--- config.mk ---
export PLATFORM = sky130hd
export DESIGN_NAME = mem_wb
export DESIGN_NICKNAME = d
export VERILOG_FILES = /design/src/rtl/mem_wb.sv
export SDC_FILE = /design/constraint.sdc
export NUM_CORES = 1
export LEC_CHECK = 0
export ABC_AREA = 1
export CAP_MARGIN = 30
export CORE_MARGIN = 1.5
export CORE_UTILIZATION = 41
export DETAILED_ROUTE_END_ITERATION = 10
export PLACE_DENSITY = 0.87
export SYNTH_ARGS = -nofsm -noshare
export SYNTH_HDL_FRONTEND = slang
export SYNTH_SLANG_ARGS = --single-unit
--- constraint.sdc ---
create_clock -name i_clk -period 1.2 [get_ports i_clk]
set_input_delay 0.24 -clock i_clk [delete_from_list [all_inputs] [get_ports i_clk]]
set_output_delay 0.24 -clock i_clk [all_outputs]
set_load 0.005 [all_outputs]
--- src/rtl/mem_wb.sv ---
// mem_wb: memory/writeback stage after execute.
// Non-memory results are written back in the cycle they are accepted.
// Loads and stores go out on a bus that allows one outstanding request.
// While that request is open, o_ready holds off execute.
//
//   state | meaning
//   IDLE  | no bus access open; ALU results write back directly
//   BUSY  | request driven from captured fields, waiting for i_mem_ack

module mem_wb #(
   parameter int RW    = 16,
   parameter int REGNO = 8
) (
   input  logic             i_clk,
   input  logic             i_rst_n,
   input  logic             i_submit,
   output logic             o_ready,
   input  logic [RW-1:0]    i_data,
   input  logic [RW-1:0]    i_addr,
   input  logic [REGNO-1:0] i_reg_ie,
   input  logic             i_mem_access,
   input  logic             i_mem_we,
   input  logic             i_mem_width,
   output logic [REGNO-1:0] o_reg_ie,
   output logic [RW-1:0]    o_reg_data,
   output logic             o_mem_req,
   output logic             o_mem_we,
   output logic [RW-2:0]    o_mem_addr,
   output logic [RW-1:0]    o_mem_data,
   output logic [1:0]       o_mem_sel,
   input  logic             i_mem_ack,
   input  logic [RW-1:0]    i_mem_data
);

   typedef enum logic {IDLE, BUSY} state_t;

   state_t           state;
   logic [RW-1:0]    cap_addr;
   logic [RW-1:0]    cap_data;
   logic [REGNO-1:0] cap_reg_ie;
   logic             cap_we;
   logic             cap_width;

   logic             accept_mem;
   logic [7:0]       load_lane;
   logic [RW-1:0]    load_data;

   assign accept_mem = (state == IDLE) && i_submit && i_mem_access;

   // Sequencer: capture on memory-op acceptance, release on ack.
   // The captured fields never change while BUSY.
   always_ff @(posedge i_clk) begin
      if (!i_rst_n) begin
         state      <= IDLE;
         o_mem_req  <= 1'b0;
         cap_addr   <= '0;
         cap_data   <= '0;
         cap_reg_ie <= '0;
         cap_we     <= 1'b0;
         cap_width  <= 1'b0;
      end else begin
         case (state)
            IDLE: begin
               if (accept_mem) begin
                  cap_addr   <= i_addr;
                  cap_data   <= i_data;
                  cap_reg_ie <= i_reg_ie;
                  cap_we     <= i_mem_we;
                  cap_width  <= i_mem_width;
                  o_mem_req  <= 1'b1;
                  state      <= BUSY;
               end
            end
            BUSY: begin
               if (i_mem_ack) begin
                  o_mem_req <= 1'b0;
                  state     <= IDLE;
               end
            end
            default: begin
               o_mem_req <= 1'b0;
               state     <= IDLE;
            end
         endcase
      end
   end

   // Bus fields come only from captured state, so they stay stable through the ack cycle.
   always_comb begin
      o_mem_we   = cap_we;
      o_mem_addr = cap_addr[RW-1:1];
      if (cap_width) begin
         o_mem_sel  = cap_addr[0] ? 2'b10 : 2'b01;
         o_mem_data = {(RW/8){cap_data[7:0]}};
      end else begin
         o_mem_sel  = 2'b11;
         o_mem_data = cap_data;
      end
   end

   // Format load data: zero-extend the selected byte lane for byte loads.
   always_comb begin
      load_lane = cap_addr[0] ? i_mem_data[15:8] : i_mem_data[7:0];
      if (cap_width) begin
         load_data = {{(RW-8){1'b0}}, load_lane};
      end else begin
         load_data = i_mem_data;
      end
   end

   // Handshake and writeback port. A store ack never writes a register.
   // Reset suppresses any writeback.
   always_comb begin
      o_ready    = 1'b1;
      o_reg_ie   = '0;
      o_reg_data = i_data;
      case (state)
         IDLE: begin
            o_ready = !(i_submit && i_mem_access);
            if (i_rst_n && i_submit && !i_mem_access) begin
               o_reg_ie = i_reg_ie;
            end
         end
         BUSY: begin
            o_ready    = i_mem_ack;
            o_reg_data = load_data;
            if (i_rst_n && i_mem_ack && !cap_we) begin
               o_reg_ie = cap_reg_ie;
            end
         end
         default: begin
            o_ready = 1'b1;
         end
      endcase
   end

endmodule

==> Word level (Yosys, flattened, before mapping) <==
Index checks and enable logic that the tools add are counted.
{ "word_totals": {"out_inout_bits": 60, "inputBits": 63, "wordCells": 38, "register_bits": 44} }
{ "op_classes": {"bitwise": 1, "eq_ne": 2, "muxes": 16, "n_reduce_logical": 12} }
{ "op_table": {"columns": ["operator", "count"], "rows": [
  ["16-bit 2-to-1 mux", 3],
  ["8-bit 2-to-1 mux", 3],
  ["8-bit case mux with 2 select lines", 1],
  ["1-bit logical AND", 7],
  ["1-bit case mux with 2 select lines", 3],
  ["1-bit 2-to-1 mux", 4],
  ["2-bit 2-to-1 mux", 2],
  ["2-bit != test, second input constant", 2],
  ["2-bit AND reduction", 2],
  ["1-bit logical NOT", 3],
  ["1-bit NOT", 1]
]} }

==> Depth between registers and ports, before layout <==
Gate-level depths: netlist (run 1).
{ "depth": {"ltp_word": 5, "ltp_mapped": 6, "ltp_nobuf": 5} }

==> Least setup slack after synthesis (run 1) <==
OpenSTA, ideal clock, no wires.
{ "synth_path": {"path_kind": "register -> output", "from": "register cap_width", "to": "output port o_reg_data[0]", "t_arrival_ns": 0.909, "stages_incl_launch_ff": 7, "n_path_buf": 1, "path_slack_ns": 0.051, "t_required_ns": 0.960, "path_cell_list": "dfxtp_1 buf_2 nand2_2 inv_1 nand2_1 nand3_1 nand2_1"} }
{ "synth_between": {"elab_chain_len": 2} }
{ "synth_rtl": {"columns": ["element", "line", "source"], "rows": [
  ["from (decl)", "42", "logic cap_width;"],
  ["from (signal assigned)", "69", "cap_width <= i_mem_width;"],
  ["16-bit 2-to-1 mux", "104", "if (cap_width) begin"],
  ["16-bit 2-to-1 mux", "117", "case (state)"],
  ["to (decl)", "25", "output logic [RW-1:0] o_reg_data,"]
]} }
No other way between the ends.

==> Worst setup path in the final report (run 1) <==
{ "layout_path": {"from": "register cap_width", "to": "output port o_reg_data[6]"} }
Same word-level chain as after synthesis.

==> results of run 1 <==
-- how the worst max path moves through the flow --
stage	start	to	slack (ps)	depth (start not counted)
2_1_floorplan	cap_width	o_reg_data[0]	50	6
3_3_place_gp	i_mem_ack	o_reg_ie[5]	-810	6
3_5_place_dp	i_mem_ack	o_reg_ie[5]	-840	6
4_1_cts	cap_width	o_reg_data[7]	-390	7
5_1_grt	cap_width	o_reg_data[6]	-500	7
6_report	cap_width	o_reg_data[6]	-440	7
-- cell usage after synthesis, drive strengths merged --
master,count,area (µm²)
a21oi,2,13.8
and2,1,6.26
buf,37,268
clkbuf,6,22.5
dfxtp,44,881
inv,63,236
nand2,146,551
nand3,17,90.1
nand4,8,50.1
nor2,86,328
o21ai,16,80.1
or2,1,6.26
-- repair_timing --
| item | CTS | global route |
|---|---|---|
| cloned | 2 | 1 |
| buffers inserted | 28 | 6 |
| resized for setup | 287 | 47 |
| setup endpoints to repair | 102 | 82 |
| pin swaps | 34 | 26 |
| hold endpoints to repair | 0 | 0 |
-- metrics by stage --
stage | utilization [%] | setup WS [ps] | power (mW) | setup TNS [ps]
finish | 72.8 | -440 | 3.74 | -11450
global route | 72.8 | -502 | 3.95 | -15530
CTS | 70.4 | -394 | 3.66 | -9860
detailed placement | 64.4 | -845 | 2.72 | -32530
global placement | 64.4 | -806 | 2.69 | -30570
floorplan | - | 51.4 | 2.13 | 0
-- power by group --
| part | internal, mW | leakage, nW | switching [mW] | total [mW] |
|---|---|---|---|---|
| combinational | 0.663 | 2.01 | 0.572 | 1.23 |
| clock | 0.396 | 0.0410 | 0.477 | 0.873 |
| sequential | 1.57 | 0.370 | 0.0583 | 1.63 |
| total | 2.63 | 2.42 | 1.11 | 3.74 |
-- cells by family after synthesis --
logic type / Yosys count
flip-flops: 44
buffers and inverters: 106
AO/OA/AOI/OAI: 18
AND/OR/NAND/NOR: 259
-- state kept, by name, summed over array words and instances (netlist names) --
name	flops
state	1
cap_data	16
o_mem_req	1
cap_width	1
cap_addr	16
cap_reg_ie	8
o_mem_we	1
-- worst max-delay path: cells and delay by family, from the launching register on --
kind,cells,cell delay (ps)
buf+inv,3,450
flops,1,380
simple gates,4,290
-- final cells by class --
| type | instances | area, µm² |
|---|---|---|
| timing repair buffer | 189 | 1670 |
| fill | 502 | 1620 |
| multi-input combinational | 277 | 1350 |
| sequential | 44 | 906 |
| inverter | 63 | 245 |
| tap | 75 | 93.8 |
| clock buffer | 6 | 72.6 |
| clock inverter | 1 | 5.00 |
-- routing by layer --
layer  global-route usage (%)  vias up  share of wire, %
li1                         -     1541                 -
met1                     28.3     1425                39
met2                     45.9      132                53
met3                     4.56       21               6.1
met4                     8.81        0               2.2
met5                        0        -                 0
==> out/metrics.yaml, run 1 <==
outcome: "finished, violations left"
violations: "negative setup slack"
cpMostUsedCell: "nand2_4"
path_max_fanout: 4
layout-drive-gt1-share_pct: 33.8
synth-simple-area-share_pct: 40.7
design_area_um2: 4340
grt_remaining_overflow: 0
synth_top_family_by_area: "simple AND/OR/NAND/NOR gates"
cp_slowest_cell: "dfxtp_4"
final_cell_mix: "124 x nand2_1, 78 x nor2_1, 59 x clkdlybuf4s50_1"
layout_commonest_cell: "nand2_1"
cts_tree: "done"
globalplace.congestion: 0.836
fin_ws_ps: -440
routedWlPerCell_um: 13.4
grt_pass1_vias: 2814
synth_adder_area_share_pct: 0
grt_max_degree: 39
r2r_slack_ps: -50
antenna_found_initial: 0
dieHeight_um: 81.6
place_hpwl_um: 5390
synthCells: 427
clk_path_buf_depth: 2
synthMuxAreaShare_pct: 0
start_util_pct: 42.5
skew_ps: 8.26
holdWs_ps: 228
worst_pin_slew_ps: 289
cts_hold_buf: 0
p_leak_nw: 2.42
pwr_density_cell_nw_per_um2: 862
cap_violations: 0
critPathLaunchType: "flip-flop"
io_pins: 123
row_count: 28
crit_arrival_ps: 1400
drt_iter0_drc: 135
worst_skew_pair.late_latency_ps: 290
clock_tree.root_cell: "clkbuf_8"
dieWidth_um: 81.6
rsz0062_at_grt: "true"
min_from: "i_rst_n"
fmax_mhz: 610
timing.final.crit_share_pct: 137
portBuffers: 122
synthesis.nets: 490
wl_um: 8760
yosysWarningCount: 0
grtUsageTotal_pct: 24.8
drc: 0
required_ps: 960
diodes: 0
cp-end-kind: "primary output"
drtAntennaViolNets: 0
yosys_register_bits: 44
hold_viol: 0
cts-htree-levels: 2
vias: 3119
synth-xor-area-share_pct: 0
setup_viol: 54
hp-class: "primary input to flip-flop"
numCtsBuffers: 5
syn_area_per_cell_um2: 5.93
drv_slew: 0
critPathKind: "flip-flop to primary output"
min_to: "cap_reg_ie[6]"
vias_per_cell: 4.76
area_growth_pct: 71.2
min_period_ps: 1640
dp.cells: 617
path_cells: "nand2_4 -> clkinvlp_4 -> buf_6 -> nand2_4 -> nand3_2 -> nand2_1 -> buf_2"
slowest_delay_ps: 380
dpl_cell_area_um2: 3830
netlist_area_um2: 2530
numClockSinks: 44
relSlewSlack_pct: 80.7
ys_types: 19
timing.rr.start: "state"
grt_pass1_wl_um: 12700
synth_compound_area_share_pct: 3.71
max-vdd-ir-drop_v: 0.000561
r2r-end: "cap_reg_ie[7]"
nNetsFinal: 643
final_cells: 655
cts.clk_slew.worst_paths_ps: 80
firstDrtPassIters: 4
ff2ff_path_depth: 7
dieArea_um2: 6660
design.core.area_um2: 5960
holdPathStages: 3
synth-seq-area-share_pct: 34.8
(Power assumes the default switching activity.)
==> run 2: changes to the inputs <==
--- a/config.mk
+++ b/config.mk
@@ -10,6 +10,7 @@
 export CORE_MARGIN = 1.5
 export CORE_UTILIZATION = 41
 export DETAILED_ROUTE_END_ITERATION = 10
+export GPL_ROUTABILITY_DRIVEN = 0
 export PLACE_DENSITY = 0.87
 export SYNTH_ARGS = -nofsm -noshare
 export SYNTH_HDL_FRONTEND = slang
==> constraint.sdc (replaced) <==
create_clock -name i_clk -period 1.6 [get_ports i_clk]
set_input_delay 0.32 -clock i_clk [delete_from_list [all_inputs] [get_ports i_clk]]
set_output_delay 0.32 -clock i_clk [all_outputs]
set_load 0.005 [all_outputs]
==> out/metrics.yaml, run 2 (synthesis results as in run 1) <==
outcome: "finished, violations left"
violations: "negative setup slack"
cts-htree-levels: 2  # unchanged
switchingPower_mw: 0.755  # -32%
reg.largest.list: "cap_addr x16, cap_data x16, cap_reg_ie x8"
hp-class: "primary input to flip-flop"
relSlewSlack_pct: 70.7  # -10 points
p_seq_share_pct: 45.9  # +2.3 points
cp_slowest_cell: "clkdlybuf4s50_1"
diodes: 0  # unchanged
grtUsageMet1_pct: 26.3  # -2.0 points
antenna_found_initial: 0  # unchanged
grt_remaining_overflow: 0  # unchanged
io_pins: 123  # unchanged
numClockSinks: 44  # unchanged
fin_ws_ps: -221  # +219 ps
min_period_ps: 1820
cpMostUsedCell: "clkdlybuf4s50_1"
drtAntennaViolNets: 0  # unchanged
vias_per_cell: 4.61  # -3.3%
skew_ps: 7.09  # -1.17 ps
worst_skew_pair.late_latency_ps: 280  # about the same
pwr_density_cell_nw_per_um2: 670  # -22%
max-vdd-ir-drop_v: 0.000470  # -16%
dieHeight_um: 81.6  # unchanged
p_leak_nw: 2.11  # -13%
routedWlPerCell_um: 12.3  # -7.8%
drt_iter0_drc: 102  # -24%
sw_frac_of_total_pct: 28.4  # -1.2 points
grt_max_degree: 49  # +26%
p_comb_share_pct: 29.6  # -3.4 points
layout_commonest_cell: "nand2_1"
grt_pass1_vias: 2560  # -9.0%
cts_tree: "done"
critPathLaunchType: "primary input"
slowest_delay_ps: 500  # +120 ps
portBuffers: 122  # unchanged
hold_viol: 0  # unchanged
timing.rr.start: "state"
cp-endpoint: "o_reg_data[12]"
setup_viol: 9  # -83%
numCtsBuffers: 5  # unchanged
met2_usage_pct: 41.3  # -4.5 points
timing.final.crit_share_pct: 114
drv_slew: 0  # unchanged
nNetsFinal: 611  # -5.0%
worst_pin_slew_ps: 439  # +150 ps
drc: 0  # unchanged
start_util_pct: 42.5  # unchanged
r2r_slack_ps: 130  # +180 ps
firstDrtPassIters: 4  # unchanged
dieArea_um2: 6660  # unchanged
path_cells: "clkdlybuf4s50_1 -> inv_1 -> o21ai_2 -> clkdlybuf4s50_1"
busiest_layer: "met2"
fmax_mhz: 549
place_hpwl_um: 5320  # -1.4%
wl_um: 7680  # -12%
cap_violations: 0  # unchanged
design.core.area_um2: 5960  # unchanged
layout-drive-gt1-share_pct: 18.6  # -15 points
crit_start: "i_mem_data[12]"
cts_hold_buf: 0  # unchanged
cp-end-kind: "primary output"
grt_pass1_wl_um: 11600  # -8.8%
final_cell_mix: "134 x nand2_1, 85 x clkdlybuf4s50_1, 84 x nor2_1"
area_growth_pct: 56.8
cts.clk_slew.worst_paths_ps: 80  # about the same
r2r-end: "cap_addr[0]"
rsz0062_at_grt: "true"
grtUsageTotal_pct: 22.2  # -2.6 points
clock_tree.root_cell: "clkbuf_8"
vias: 2869  # -8.0%
ff2ff_path_depth: 8  # +1
crit_arrival_ps: 1500  # +100 ps
total_power_mw: 2.66  # -29%
power.internal_mw: 1.90  # -28%
clockPowerShare_pct: 24.5  # +1.2 points
critPathKind: "primary input to primary output"
clk_path_buf_depth: 2  # unchanged
final_core_util_pct: 66.7  # -6.1 points
dieWidth_um: 81.6  # unchanged
path_max_fanout: 2  # -2
row_count: 28  # unchanged
required_ps: 1280  # +320 ps
grt_use_met3_pct: 3.67  # -0.89 points
## run 2: cell count changes in the layout (fill, tap and decap cells not counted), sizes merged
cell           delta
clkdlybuf4s15     +6
dlygate4sd2      -13
clkbuf            -5
dlymetal6s2s      +3
clkdlybuf4s50    +26
buf              -49
## run 2: worst min-delay path by stage
stage                          from             to  slack (ps)  cells after the start
final                       i_rst_n  cap_reg_ie[6]         310                      3
after global routing        i_rst_n  cap_reg_ie[6]         340                      3
after CTS                   i_rst_n  cap_reg_ie[6]         310                      3
after detailed placement  o_mem_req      o_mem_req         470                      2
after global placement    o_mem_req      o_mem_req         450                      2
after floorplan           i_addr[0]    cap_addr[0]         450                      2
## run 2: worst max-delay path, delay by kind of cell
family | cells | cell delay, ps
compound gates | 1 | 130
buf+inv | 3 | 1040
## run 2: area by class of cell
class,count,area (µm²)
Timing Repair Buffer,157,1440
Sequential cell,44,888
Clock buffer,6,72.6
Clock inverter,1,5.00
Tap cell,75,93.8
Inverter,63,240
Multi-Input combinational cell,277,1230
Fill cell,543,1990
## run 2: layer usage
metal | routed length [µm] | up-vias | part of all wire (%)
met4 | 178 | 0 | 2.3
met2 | 4090 | 86 | 53
li1 | - | 1471 | -
met5 | 0 | - | 0
met1 | 3040 | 1296 | 40
met3 | 369 | 16 | 4.8
## run 2: repair_timing
| item | 4_1_cts | 5_1_grt |
|---|---|---|
| buffers inserted | 12 | 3 |
| cloned | 0 | 0 |
| gates resized for setup | 120 | 59 |
| pin swaps | 18 | 17 |
| endpoints found under the setup margin | 35 | 34 |
## run 2: power by group through the flow
| stage | Combinational [mW] | Clock, mW | Sequential, mW |
|---|---|---|---|
| 4_1_cts | 0.778 | 0.675 | 1.22 |
| 2_1_floorplan | 0.368 | 0 | 1.23 |
| 3_3_place_gp | 0.749 | 0 | 1.24 |
| 5_1_grt | 0.867 | 0.719 | 1.23 |
| 3_5_place_dp | 0.767 | 0 | 1.24 |
| 6_report | 0.787 | 0.652 | 1.22 |
## run 2: per-stage QoR
step,TNS (ps),cells,hold WS (ps),worst slack [ps],instance area (µm²)
6_report,-761,623,312,-221,3970
5_1_grt,-1750,623,343,-290,3970
4_1_cts,-3470,625,313,-264,3930
3_5_place_dp,-15450,606,474,-585,3740
3_3_place_gp,-13880,606,455,-565,3740
2_1_floorplan,0,427,455,368,2530
